--- src/rtl/eqmat_pkg.sv ---
// Shared definitions for the equality-matrix decoder: FSM states, row-index width
// and the (i,j) -> flat bit index mapping of the N*N equality vector.
package eqmat_pkg;

    localparam int unsigned EQMAT_N = 5;
    localparam int unsigned ROW_W   = $clog2(EQMAT_N);

    typedef enum logic [1:0] {
        IDLE  = 2'd0,
        CHECK = 2'd1,
        DONE  = 2'd2
    } state_e;

    // Entry (i,j) of an n x n matrix, row 0 in the MSBs.
    function automatic int unsigned idx(input int unsigned n,
                                        input int unsigned i,
                                        input int unsigned j);
        return n * n - 1 - (n * i + j);
    endfunction

endpackage

--- src/rtl/eqmat_row_check.sv ---
// Combinational check of one matrix row against the decoded vector:
// flags a mismatch when row r differs from ~(x_r ^ x_j) for any j.
module eqmat_row_check
    import eqmat_pkg::*;
#(
    parameter int unsigned N  = EQMAT_N,
    parameter int unsigned RW = ROW_W
) (
    input  logic [N-1:0]  row_i,
    input  logic [N-1:0]  x_i,
    input  logic [RW-1:0] r_i,
    output logic          mismatch_c_o
);

    logic x_bits [N];
    logic x_r;

    for (genvar g = 0; g < N; g++) begin : g_xbit
        assign x_bits[g] = x_i[N-1-g];
    end

    assign x_r = x_bits[r_i];

    // Row r must equal x when x_r = 1 and ~x when x_r = 0.
    assign mismatch_c_o = (row_i != (x_r ? x_i : ~x_i));

endmodule

--- src/rtl/eqmat_decoder.sv ---
// Recovers x from its pairwise-equality matrix, anchored by x_0, and validates one
// row per cycle. Optional macro EQMAT_EARLY_ABORT_EN ends the check at the first bad row.
module eqmat_decoder
    import eqmat_pkg::*;
#(
    parameter int unsigned N = EQMAT_N
) (
    input  logic                 clk,
    input  logic                 areset_n,
    input  logic                 in_valid,
    output logic                 in_ready,
    input  logic [N*N-1:0]       in_data,
    input  logic                 in_anchor,
    output logic                 out_valid,
    input  logic                 out_ready,
    output logic [N-1:0]         out_data,
    output logic                 out_err,
    output logic [$clog2(N)-1:0] out_err_row
);

    localparam int unsigned RW = $clog2(N);

    logic [1:0]     rst_sync_q;
    logic           rst_n;

    state_e         state_q, state_d;
    logic [N*N-1:0] m_q, m_d;
    logic           anchor_q, anchor_d;
    logic [RW-1:0]  row_q, row_d;
    logic           err_q, err_d;
    logic [RW-1:0]  err_row_q, err_row_d;
    logic           in_ready_q, in_ready_d;
    logic           out_valid_q, out_valid_d;
    logic [N-1:0]   out_data_q, out_data_d;
    logic           out_err_q, out_err_d;
    logic [RW-1:0]  out_err_row_q, out_err_row_d;

    logic [N-1:0]   rows [N];
    logic [N-1:0]   row_sel;
    logic [N-1:0]   x_dec;
    logic           mismatch;
    logic           last_row;
    logic           finish;

    // Reset asserts asynchronously and releases on a clock edge.
    always_ff @(posedge clk or negedge areset_n) begin
        if (!areset_n) begin
            rst_sync_q <= 2'b00;
        end else begin
            rst_sync_q <= {rst_sync_q[0], 1'b1};
        end
    end

    assign rst_n = rst_sync_q[1];

    // Unpack the stored matrix into rows and decode x from row 0 and the anchor.
    for (genvar gi = 0; gi < N; gi++) begin : g_row
        for (genvar gj = 0; gj < N; gj++) begin : g_col
            assign rows[gi][N-1-gj] = m_q[idx(N, gi, gj)];
        end
        assign x_dec[N-1-gi] = anchor_q ^ ~m_q[idx(N, 0, gi)];
    end

    assign row_sel = rows[row_q];

    eqmat_row_check #(
        .N  (N),
        .RW (RW)
    ) u_row_check (
        .row_i        (row_sel),
        .x_i          (x_dec),
        .r_i          (row_q),
        .mismatch_c_o (mismatch)
    );

    always_ff @(posedge clk or negedge rst_n) begin
        if (!rst_n) begin
            state_q       <= IDLE;
            m_q           <= '0;
            anchor_q      <= 1'b0;
            row_q         <= '0;
            err_q         <= 1'b0;
            err_row_q     <= '0;
            in_ready_q    <= 1'b1;
            out_valid_q   <= 1'b0;
            out_data_q    <= '0;
            out_err_q     <= 1'b0;
            out_err_row_q <= '0;
        end else begin
            state_q       <= state_d;
            m_q           <= m_d;
            anchor_q      <= anchor_d;
            row_q         <= row_d;
            err_q         <= err_d;
            err_row_q     <= err_row_d;
            in_ready_q    <= in_ready_d;
            out_valid_q   <= out_valid_d;
            out_data_q    <= out_data_d;
            out_err_q     <= out_err_d;
            out_err_row_q <= out_err_row_d;
        end
    end

    always_comb begin
        state_d       = state_q;
        m_d           = m_q;
        anchor_d      = anchor_q;
        row_d         = row_q;
        err_d         = err_q;
        err_row_d     = err_row_q;
        in_ready_d    = in_ready_q;
        out_valid_d   = out_valid_q;
        out_data_d    = out_data_q;
        out_err_d     = out_err_q;
        out_err_row_d = out_err_row_q;
        last_row      = (row_q == RW'(N - 1));
`ifdef EQMAT_EARLY_ABORT_EN
        finish        = last_row || mismatch;
`else
        finish        = last_row;
`endif

        case (state_q)
            IDLE: begin
                if (in_valid && in_ready_q) begin
                    m_d        = in_data;
                    anchor_d   = in_anchor;
                    row_d      = '0;
                    err_d      = 1'b0;
                    err_row_d  = '0;
                    in_ready_d = 1'b0;
                    state_d    = CHECK;
                end
            end
            CHECK: begin
                // Only the first failing row is recorded.
                if (mismatch && !err_q) begin
                    err_d     = 1'b1;
                    err_row_d = row_q;
                end
                row_d = row_q + RW'(1);
                if (finish) begin
                    state_d       = DONE;
                    out_valid_d   = 1'b1;
                    out_data_d    = x_dec;
                    out_err_d     = err_d;
                    out_err_row_d = err_row_d;
                end
            end
            DONE: begin
                if (out_ready) begin
                    out_valid_d = 1'b0;
                    in_ready_d  = 1'b1;
                    state_d     = IDLE;
                end
            end
            default: begin
                state_d     = IDLE;
                in_ready_d  = 1'b1;
                out_valid_d = 1'b0;
            end
        endcase
    end

    assign in_ready    = in_ready_q;
    assign out_valid   = out_valid_q;
    assign out_data    = out_data_q;
    assign out_err     = out_err_q;
    assign out_err_row = out_err_row_q;

endmodule

--- config.mk ---
export PLATFORM = sky130hd
export DESIGN_NAME = eqmat_decoder
export DESIGN_NICKNAME = d
export VERILOG_FILES = /design/src/rtl/eqmat_pkg.sv /design/src/rtl/eqmat_row_check.sv /design/src/rtl/eqmat_decoder.sv
export SDC_FILE = /design/constraint.sdc
export NUM_CORES = 1
export LEC_CHECK = 0
export BUFFER_PORTS_ARGS = -buffer_cell sky130_fd_sc_hd__buf_4
export CELL_PAD_IN_SITES_DETAIL_PLACEMENT = 0
export CELL_PAD_IN_SITES_GLOBAL_PLACEMENT = 1
export CORE_MARGIN = 10
export CORE_UTILIZATION = 27
export DETAILED_ROUTE_END_ITERATION = 6
export GPL_ROUTABILITY_DRIVEN = 0
export PLACE_DENSITY = 0.58
export SLEW_MARGIN = 20
export SYNTH_ARGS = -nofsm -noshare
export SYNTH_HDL_FRONTEND = slang
export SYNTH_SLANG_ARGS = --single-unit
--- constraint.sdc ---
create_clock -name clk -period 2 [get_ports clk]
set_input_delay 0.4 -clock clk [delete_from_list [all_inputs] [get_ports clk]]
set_output_delay 0.4 -clock clk [all_outputs]
set_load 0.05 [all_outputs]
==> metrics.txt, run 1 <==
detailed placement HPWL 4.33 mm; area of the multi-input gates 0.00132 mm2; post-synthesis async set-or-reset flop share 100%; cell count after synthesis 210; maximum root-to-sink buffer count 2; Total Routing Usage GR 8.95%; placed insts 387; largest net degree at the start of global routing 33; clock input transition at the sequential cells of the worst setup and hold paths 0.10 ns; Post-DRT Antenna Nets 0; cell area after synthesis 0.00241 mm2; number of global-route vias before repair 1906; clock root buffer master sky130_fd_sc_hd__clkbuf_8; worst slew margin relative to its limit 63.2%; Net Count, Synth 242; register bit count reported by yosys 48; post-route fraction of the period consumed by the critical path 124%; area leader, netlist sky130_fd_sc_hd__dfrtp_1; largest driver fanout on the critical path 6; Avg Synthesized Cell Area 11.5 um2; final number of max-transition violations 0; post-synthesis sequential area ratio 49.9%; Clk Latency, worst-skew pair 0.30 ns; vias after detailed routing 1914; total die area 0.0131 mm2; post-synth top area share 48.8%; worst slack at placement -0.558 ns; total clock buffers created by CTS 5; Static Leakage 1.62 nW; number of input and output port buffers inserted 40; # clock sinks 48; biggest area contributors in the synthesized netlist sky130_fd_sc_hd__dfrtp_1 49%, sky130_fd_sc_hd__mux2_2 13%, sky130_fd_sc_hd__o21ai_0 3.1%, sky130_fd_sc_hd__xor2_1 2.9%, sky130_fd_sc_hd__mux2i_1 2.5%; FMAX 0.403 GHz; total number of placement rows 34; Final Instance Area 0.00350 mm2; ant diodes 0; type of the setup path with the least slack reg2reg; class of the tightest hold or removal check reg2async; Cell variety after synth 48; count of pins on the block boundary 41; detailed-router iteration count before antenna repair 4; most common cell type on the critical path sky130_fd_sc_hd__a21oi_2; routed wirelength normalized by instance count 15.2 um; Post-DP Area 0.00315 mm2; final number of setup-violating endpoints 8; clock tree from TritonCTS yes; Max-Cap Viols 0; Max Clock Skew 0.0116 ns; critical path, cell by cell mux2_4 -> a32o_2 -> mux2i_1 -> a21oi_2 -> and4bb_2 -> o32a_4 -> o31a_1 -> a21oi_2; P&R area growth vs syn 45.1%; layout cells sized above 1 53.0%; count of flip-flops with a built-in enable after synthesis 0; predominant post-synthesis flop cell sky130_fd_sc_hd__dfrtp_1; total of fill cells in the finished design 840; required time of the critical path 2.24 ns; Tot Pwr 5.73 mW; Slowest Stage Delay on Critical Path 0.47 ns; total DRC errors in the routed layout 0; RSZ-0062 raised after global routing yes; power per cell area 1640 mW/mm2; routed vias/inst 4.69; cell family with the largest share of critical-path delay compound AO/OA/AOI/OAI gates; number of cells in the finished layout apart from fillers 408; synth cell count leaders 47 x sky130_fd_sc_hd__dfrtp_1, 28 x sky130_fd_sc_hd__mux2_2, 15 x sky130_fd_sc_hd__nor2_1, 15 x sky130_fd_sc_hd__o21ai_0, 13 x sky130_fd_sc_hd__nand2_1; TNS Setup -3.54 ns; Crit. End Element register; most instantiated library cell after synthesis sky130_fd_sc_hd__dfrtp_1; worst-case setup margin in the final layout -0.480 ns; failing checks setup timing; Die Span Y 114 um; Worst Max-Slew Pin Slew 0.552 ns; Sequential Area 0.00121 mm2; detailed-route wire length 6.20 mm; number of hold violations in the final report 0; number of antenna violations at the first check in global routing 0; number of nets in the layout 331; Crit path arrival time 2.72 ns; Util after Layout 40.1%; H-Tree Level Count 2; starting density of the core 27.6%; first-pass GRT wire length 9.63 mm; Syn. warnings 0; total grt overflow 0; total core area 0.00872 mm2; Die X 114 um; worst-case hold slack 0.264 ns; Max IR drop VDD 499 uV; first-iteration detailed-routing DRC count 55; final critical path time including I/O delays and setup 2.48 ns; CP bufs+invs 0; standard cell with the maximum stage delay on the critical path sky130_fd_sc_hd__dfrtp_2; sort of element at the start of the critical path register; run status complete, but fails checks
[power breakdown]
group / switching, mW / internal (mW)
registers: 0.389 / 1.40
logic: 1.61 / 1.71
clock network: 0.337 / 0.282
[registers in the layout (all words and copies together) (netlist names)]
| register | flops |
|---|---|
| in_ready | 1 |
| err_q | 1 |
| row_q | 3 |
| out_err_row | 3 |
| m_q | 25 |
| anchor_q | 1 |
| err_row_q | 3 |
| rst_sync_q | 2 |
| out_data | 5 |
| state_q | 2 |
| out_valid | 1 |
| out_err | 1 |
[cells in the final DEF, fill, tap and decap left out, drive strengths merged, types with 2 or more instances in the layout]
master    n
o31a      2
mux2i     6
ha        2
o22ai     2
and2      2
dfrtp    47
a22o      3
o2bb2ai   2
o21a      2
o31ai     2
buf      90
a22oi     2
o32a      2
inv       4
a21o      3
a21oi     8
nand3     2
a2bb2oi   2
xor2      8
nand2b    2
nor2     16
o21ai    15
o221ai    2
clkbuf    7
nand2    13
nor4b     2
nor2b     4
xnor2     2
mux2     28
[worst paths after layout]
check	from	to	slack, ns	cells after the start
worst max-delay path	row_q[0]	out_err_row[0]	-0.48	8
worst min register to register	rst_sync_q[1]	m_q[5]	0.26	0
worst min-delay path	rst_sync_q[1]	m_q[5]	0.26	0
min in group clk	out_ready	state_q[1]	0.27	2
worst max register to register	row_q[0]	out_err_row[0]	-0.48	8
max in group asynchronous	rst_sync_q[1]	in_ready	1.15	1
[repair_timing]
action / CTS / global route
gates resized for setup: 5 / 30
hold buffers: 1 / 0
buffers inserted: 1 / 10
gates cloned: 0 / 1
endpoints found under the setup margin: 8 / 8
hold endpoints to repair: 2 / 0
pin swaps: 0 / 9
[final cells by class]
class | count | area share, %
Clock buffer | 7 | 2.47
Inverter | 4 | 0.429
Sequential cell | 48 | 34.5
Tap cell | 108 | 3.86
Timing Repair Buffer | 91 | 20.9
Multi-Input combinational cell | 149 | 37.6
Clock inverter | 1 | 0.215
[layer usage]
layer | track usage (%) | part of all wire [%] | vias up
li1 | - | - | 942
met1 | 12.4 | 50 | 921
met2 | 12.9 | 44 | 42
met3 | 2.62 | 4.6 | 9
met4 | 3.01 | 1.5 | 0
met5 | 0 | 0 | -
[cells by family after synthesis]
family / share of synthesized area (%)
other cells: 0.156
mux: 16.5
buf+inv: 2.70
compound gates: 15.2
simple gates: 10.9
flops: 49.9
xor+xnor: 3.63
fa+ha+maj: 1.04
No activity file was read; power rests on OpenSTA's default activity.
==> run 2: changes to the inputs <==
--- a/config.mk
+++ b/config.mk
@@ -5,14 +5,14 @@
 export SDC_FILE = /design/constraint.sdc
 export NUM_CORES = 1
 export LEC_CHECK = 0
-export BUFFER_PORTS_ARGS = -buffer_cell sky130_fd_sc_hd__buf_4
 export CELL_PAD_IN_SITES_DETAIL_PLACEMENT = 0
 export CELL_PAD_IN_SITES_GLOBAL_PLACEMENT = 1
 export CORE_MARGIN = 10
 export CORE_UTILIZATION = 27
 export DETAILED_ROUTE_END_ITERATION = 6
+export DONT_BUFFER_PORTS = 1
 export GPL_ROUTABILITY_DRIVEN = 0
-export PLACE_DENSITY = 0.58
+export PLACE_DENSITY = 0.53
 export SLEW_MARGIN = 20
 export SYNTH_ARGS = -nofsm -noshare
 export SYNTH_HDL_FRONTEND = slang
==> metrics.txt, run 2 (same netlist as run 1, synthesis figures left out) <==
number of antenna violations at the first check in global routing 0; starting density of the core 27.6%; total of fill cells in the finished design 861; final critical path time including I/O delays and setup 2.47 ns; Post-DRT Antenna Nets 0; routed wirelength normalized by instance count 16.5 um; total number of placement rows 34; reg-to-reg slack, setup -0.47 ns; sort of element at the start of the critical path register; area of the multi-input gates 0.00123 mm2; Sequential Area 0.00121 mm2; most common library cell in the layout ignoring fill and taps sky130_fd_sc_hd__dfrtp_1; Clk Latency, worst-skew pair 0.30 ns; ant diodes 0; Top reg by flops m_q; standard cell with the maximum stage delay on the critical path sky130_fd_sc_hd__dfrtp_2; Hold Crit Endpoint state_q[1]; largest driver fanout on the critical path 8; startpoint of the worst hold path out_ready; required time of the critical path 2.25 ns; number of hold violations in the final report 0; reg2reg end out_err_row[2]; final number of setup-violating endpoints 8; worst-case setup margin in the final layout -0.466 ns; cell family with the largest share of critical-path delay compound AO/OA/AOI/OAI gates; number of input and output port buffers inserted 0; total grt overflow 0; number of flip-flops under the largest register name 25; Global Route met3 Usage 3.25%; class of the tightest hold or removal check in2reg; number of global-route vias before repair 1751; maximum root-to-sink buffer count 2; Tot Pwr 5.06 mW; total core area 0.00872 mm2; CP bufs+invs 1; vias after detailed routing 1694; post-route fraction of the period consumed by the critical path 123%; Die Span Y 114 um; Util after Layout 34.3%; most frequent cells in the layout 44 x sky130_fd_sc_hd__dfrtp_1, 36 x sky130_fd_sc_hd__buf_4, 28 x sky130_fd_sc_hd__mux2_2; Max IR drop VDD 388 uV; # clock sinks 48; detailed placement HPWL 4.50 mm; first-iteration detailed-routing DRC count 65; global routing usage on met2 13.5%; P&R area growth vs syn 24.1%; failing checks setup timing; TNS Setup -3.40 ns; detailed-router iteration count before antenna repair 4; Crit. End Element register; routed vias/inst 4.77; type of the setup path with the least slack reg2reg; Slowest Stage Delay on Critical Path 0.44 ns; FMAX 0.406 GHz; largest net degree at the start of global routing 26; worst-case hold slack 0.167 ns; clock tree from TritonCTS yes; Die X 114 um; Final Instance Area 0.00299 mm2; critical path, cell by cell mux2_2 -> a32o_2 -> mux2i_1 -> a21oi_2 -> and4bb_2 -> o32a_4 -> buf_4 -> o21ai_1 -> o21a_1; Worst Max-Slew Pin Slew 0.577 ns; total DRC errors in the routed layout 0; count of pins on the block boundary 41; Crit path arrival time 2.71 ns; H-Tree Level Count 2; clock input transition at the sequential cells of the worst setup and hold paths 0.09 ns; clock root buffer master sky130_fd_sc_hd__clkbuf_8; reg2reg start row_q[0]; power per cell area 1690 mW/mm2; Post-DP Area 0.00281 mm2; detailed-route wire length 5.85 mm; number of nets in the layout 278; first-pass GRT wire length 9.54 mm; RSZ-0062 raised after global routing yes; worst slew margin relative to its limit 61.6%; Reg2Reg Depth 9; total die area 0.0131 mm2; worst hold stages 1; layout cells sized above 1 40.1%; run status complete, but fails checks; Most Used Layer, Global Route met2; GR Layer Usage met1 11.8%; Max Clock Skew 0.00955 ns; Total Routing Usage GR 9.06%; final number of max-transition violations 0; total clock buffers created by CTS 5; Static Leakage 1.33 nW; Max-Cap Viols 0
==> run 2: routing by layer <==
layer  vias up  wire length [um]  part of all wire, %
met4         0                87                  1.5
met5         -                 0                    0
met2        32              2630                   45
met1       827              2720                   46
li1        829                 -                    -
met3         6               417                  7.1
==> run 2: through the flow <==
step,setup slack (ns),cells
6_report,-0.466,355
3_5_place_dp,-0.505,345
2_1_floorplan,-0.366,210
3_3_place_gp,-0.453,345
5_1_grt,-0.598,355
4_1_cts,-0.449,354
==> run 2: worst max-delay path by stage <==
| stage | end | start | depth (start not counted) | slack, ns |
|---|---|---|---|---|
| after floorplan | err_row_q[0] | row_q[0] | 9 | -0.37 |
| after global placement | err_row_q[0] | row_q[0] | 8 | -0.45 |
| after detailed placement | err_row_q[0] | row_q[0] | 9 | -0.51 |
| after CTS | out_err_row[0] | row_q[0] | 8 | -0.45 |
| after global routing | out_err_row[0] | row_q[0] | 9 | -0.60 |
| final | out_err_row[2] | row_q[0] | 9 | -0.47 |
==> run 2: area by class of cell <==
| type | instances | area share (%) |
|---|---|---|
| Multi-Input combinational cell | 148 | 41.1 |
| Sequential cell | 48 | 40.3 |
| Timing Repair Buffer | 39 | 10.4 |
| Tap cell | 108 | 4.52 |
| Clock buffer | 7 | 2.89 |
| Inverter | 4 | 0.502 |
| Clock inverter | 1 | 0.251 |
==> run 2: what timing repair did <==
item,in CTS,in global routing
hold endpoints to repair,2,0
pin swaps,0,2
buffers inserted,0,1
resized for setup,5,12
hold buffers,1,0
endpoints found under the setup margin,8,8
==> run 2: where the power goes <==
| part | switching (mW) | leakage (nW) | total, mW | internal, mW |
|---|---|---|---|---|
| Combinational | 1.01 | 0.674 | 2.30 | 1.29 |
| Clock | 0.335 | 0.0445 | 0.617 | 0.282 |
| Sequential | 0.760 | 0.607 | 2.15 | 1.39 |
| Total | 2.10 | 1.33 | 5.06 | 2.96 |
==> run 2: worst register-to-register path, delay by kind of cell (launching register included) <==
| family | cells | cell delay, ns |
|---|---|---|
| compound gates | 5 | 1.06 |
| mux | 2 | 0.48 |
| flops | 1 | 0.44 |
| simple gates | 1 | 0.25 |
| buf+inv | 1 | 0.15 |
==> run 3: changes to the inputs <==
--- a/config.mk
+++ b/config.mk
@@ -13,6 +13,7 @@
 export DONT_BUFFER_PORTS = 1
 export GPL_ROUTABILITY_DRIVEN = 0
 export PLACE_DENSITY = 0.53
+export SETUP_SLACK_MARGIN = 0.4
 export SLEW_MARGIN = 20
 export SYNTH_ARGS = -nofsm -noshare
 export SYNTH_HDL_FRONTEND = slang
==> metrics.txt, run 3 (same netlist as run 1, synthesis figures left out) <==
number of nets in the layout 279; share of total power in sequential cells 41.1%; final number of max-transition violations 0; failing checks setup timing; Worst Max-Slew Pin Slew 0.584 ns; worst-case hold slack 0.156 ns; starting density of the core 27.6%; total grt overflow 0; power per cell area 1700 mW/mm2; worst-case setup margin in the final layout -0.429 ns; largest net degree at the start of global routing 33; clock tree from TritonCTS yes; Max Clock Skew 0.00951 ns; detailed placement HPWL 4.32 mm; class of the tightest hold or removal check in2reg; number of flip-flops under the largest register name 25; largest driver fanout on the critical path 8; total die area 0.0131 mm2; Top reg by flops m_q; switching part of the total power 40.5%; Die X 114 um; total net switching power 2.13 mW; total core area 0.00872 mm2; FMAX 0.412 GHz; run status complete, but fails checks; number of global-route vias before repair 1735; most frequent cells in the layout 43 x sky130_fd_sc_hd__dfrtp_1, 33 x sky130_fd_sc_hd__buf_4, 27 x sky130_fd_sc_hd__mux2_2; Clk pwr share 14.9%; Crit path arrival time 2.67 ns; P&R area growth vs syn 28.1%; sort of element at the start of the critical path register; H-Tree Level Count 2; clock input transition at the sequential cells of the worst setup and hold paths 0.09 ns; detailed-router iteration count before antenna repair 4; Post-DRT Antenna Nets 0; # clock sinks 48; worst slack at placement -0.516 ns; Die Span Y 114 um; combinational fraction of design power 44.0%; count of pins on the block boundary 41; RSZ-0062 raised after global routing yes; Total Routing Usage GR 9.18%; number of cells in the finished layout apart from fillers 356; type of the setup path with the least slack reg2reg; number of antenna violations at the first check in global routing 0; routed vias/inst 4.84; Clk Latency, worst-skew pair 0.31 ns; total clock buffers created by CTS 5; worst slew margin relative to its limit 61.1%; total internal power 3.13 mW; total of fill cells in the finished design 847; total DRC errors in the routed layout 0; layout cells sized above 1 41.5%; required time of the critical path 2.24 ns; number of input and output port buffers inserted 0; ant diodes 0; Static Leakage 1.37 nW; final critical path time including I/O delays and setup 2.43 ns; detailed-route wire length 5.98 mm; placed insts 343; maximum root-to-sink buffer count 2; Crit. End Element register; routed wirelength normalized by instance count 16.8 um; first-pass GRT wire length 9.52 mm; clock root buffer master sky130_fd_sc_hd__clkbuf_8; total number of placement rows 34; number of hold violations in the final report 0; first-iteration detailed-routing DRC count 46; most common library cell in the layout ignoring fill and taps sky130_fd_sc_hd__dfrtp_1; post-route fraction of the period consumed by the critical path 121%; vias after detailed routing 1723; Max IR drop VDD 467 uV; Max-Cap Viols 0; final number of setup-violating endpoints 8
## run 3: changes by cell type in the layout (fill, tap and decap cells not counted), moves of 2 or more
cell / delta
sky130_fd_sc_hd__buf_4: -3
sky130_fd_sc_hd__buf_12: +2
sky130_fd_sc_hd__mux2i_1: +2
sky130_fd_sc_hd__mux2i_2: -2
## run 3: final cells by class
cell class,count,area (um2),share of cell area [%]
Sequential cell,48,1210,39.1
Timing Repair Buffer,40,365,11.8
Multi-Input combinational cell,148,1240,40.1
Inverter,4,15.0,0.486
Tap cell,108,135,4.38
Clock inverter,1,30.0,0.972
Clock buffer,7,96.3,3.12
## run 3: power by group through the flow
stage	Clock, mW	Sequential (mW)	Combinational [mW]
finish	0.783	2.16	2.32
global route	0.859	2.25	2.55
CTS	0.816	2.17	2.17
detailed placement	0	2.19	2.09
global placement	0	2.18	2.08
floorplan	0	2.00	1.42
## run 3: metrics by stage
stage               TNS, ns  util (%)  cell area, um2  power [mW]
floorplan             -2.42         -            2430        3.42
global placement      -3.33      32.3            2820        4.26
detailed placement    -3.67      32.3            2820        4.28
CTS                   -3.17      34.3            2990        5.16
global route          -3.98      35.4            3090        5.66
finish                -3.15      35.4            3090        5.26
## run 3: per-layer routing
metal,global-route usage (%),wire [um]
met4,3.51,99
met5,0,0
met2,13.4,2700
met1,11.8,2700
met3,3.72,475
## run 3: critical path, stage by stage (launching register included)
cell and delay [ns]:
sky130_fd_sc_hd__dfrtp_2 0.45, sky130_fd_sc_hd__mux4_2 0.54, sky130_fd_sc_hd__a22oi_2 0.15, sky130_fd_sc_hd__o2bb2ai_2 0.08, sky130_fd_sc_hd__and2_1 0.16, sky130_fd_sc_hd__and4b_1 0.20
sky130_fd_sc_hd__o32a_4 0.40, sky130_fd_sc_hd__o31a_1 0.25, sky130_fd_sc_hd__a21oi_1 0.12
## run 3: worst paths after layout
path                          startpoint             end  slack [ns]  depth (start not counted)
max                             row_q[0]  out_err_row[0]       -0.43                          8
min in group asynchronous  rst_sync_q[1]      state_q[0]        0.28                          0
min reg2reg                rst_sync_q[1]      state_q[0]        0.28                          0
max reg2reg                     row_q[0]  out_err_row[0]       -0.43                          8
max in group asynchronous  rst_sync_q[1]        row_q[0]        1.19                          1
min                            out_ready      state_q[1]        0.16                          1
## run 3: timing repair
action / 4_1_cts / 5_1_grt
gates cloned: 0 / 1
pin swaps: 1 / 1
buffers inserted: 1 / 2
setup endpoints to repair: 14 / 37
hold endpoints to repair: 2 / 0
gates resized for setup: 8 / 14
hold buffers: 1 / 0
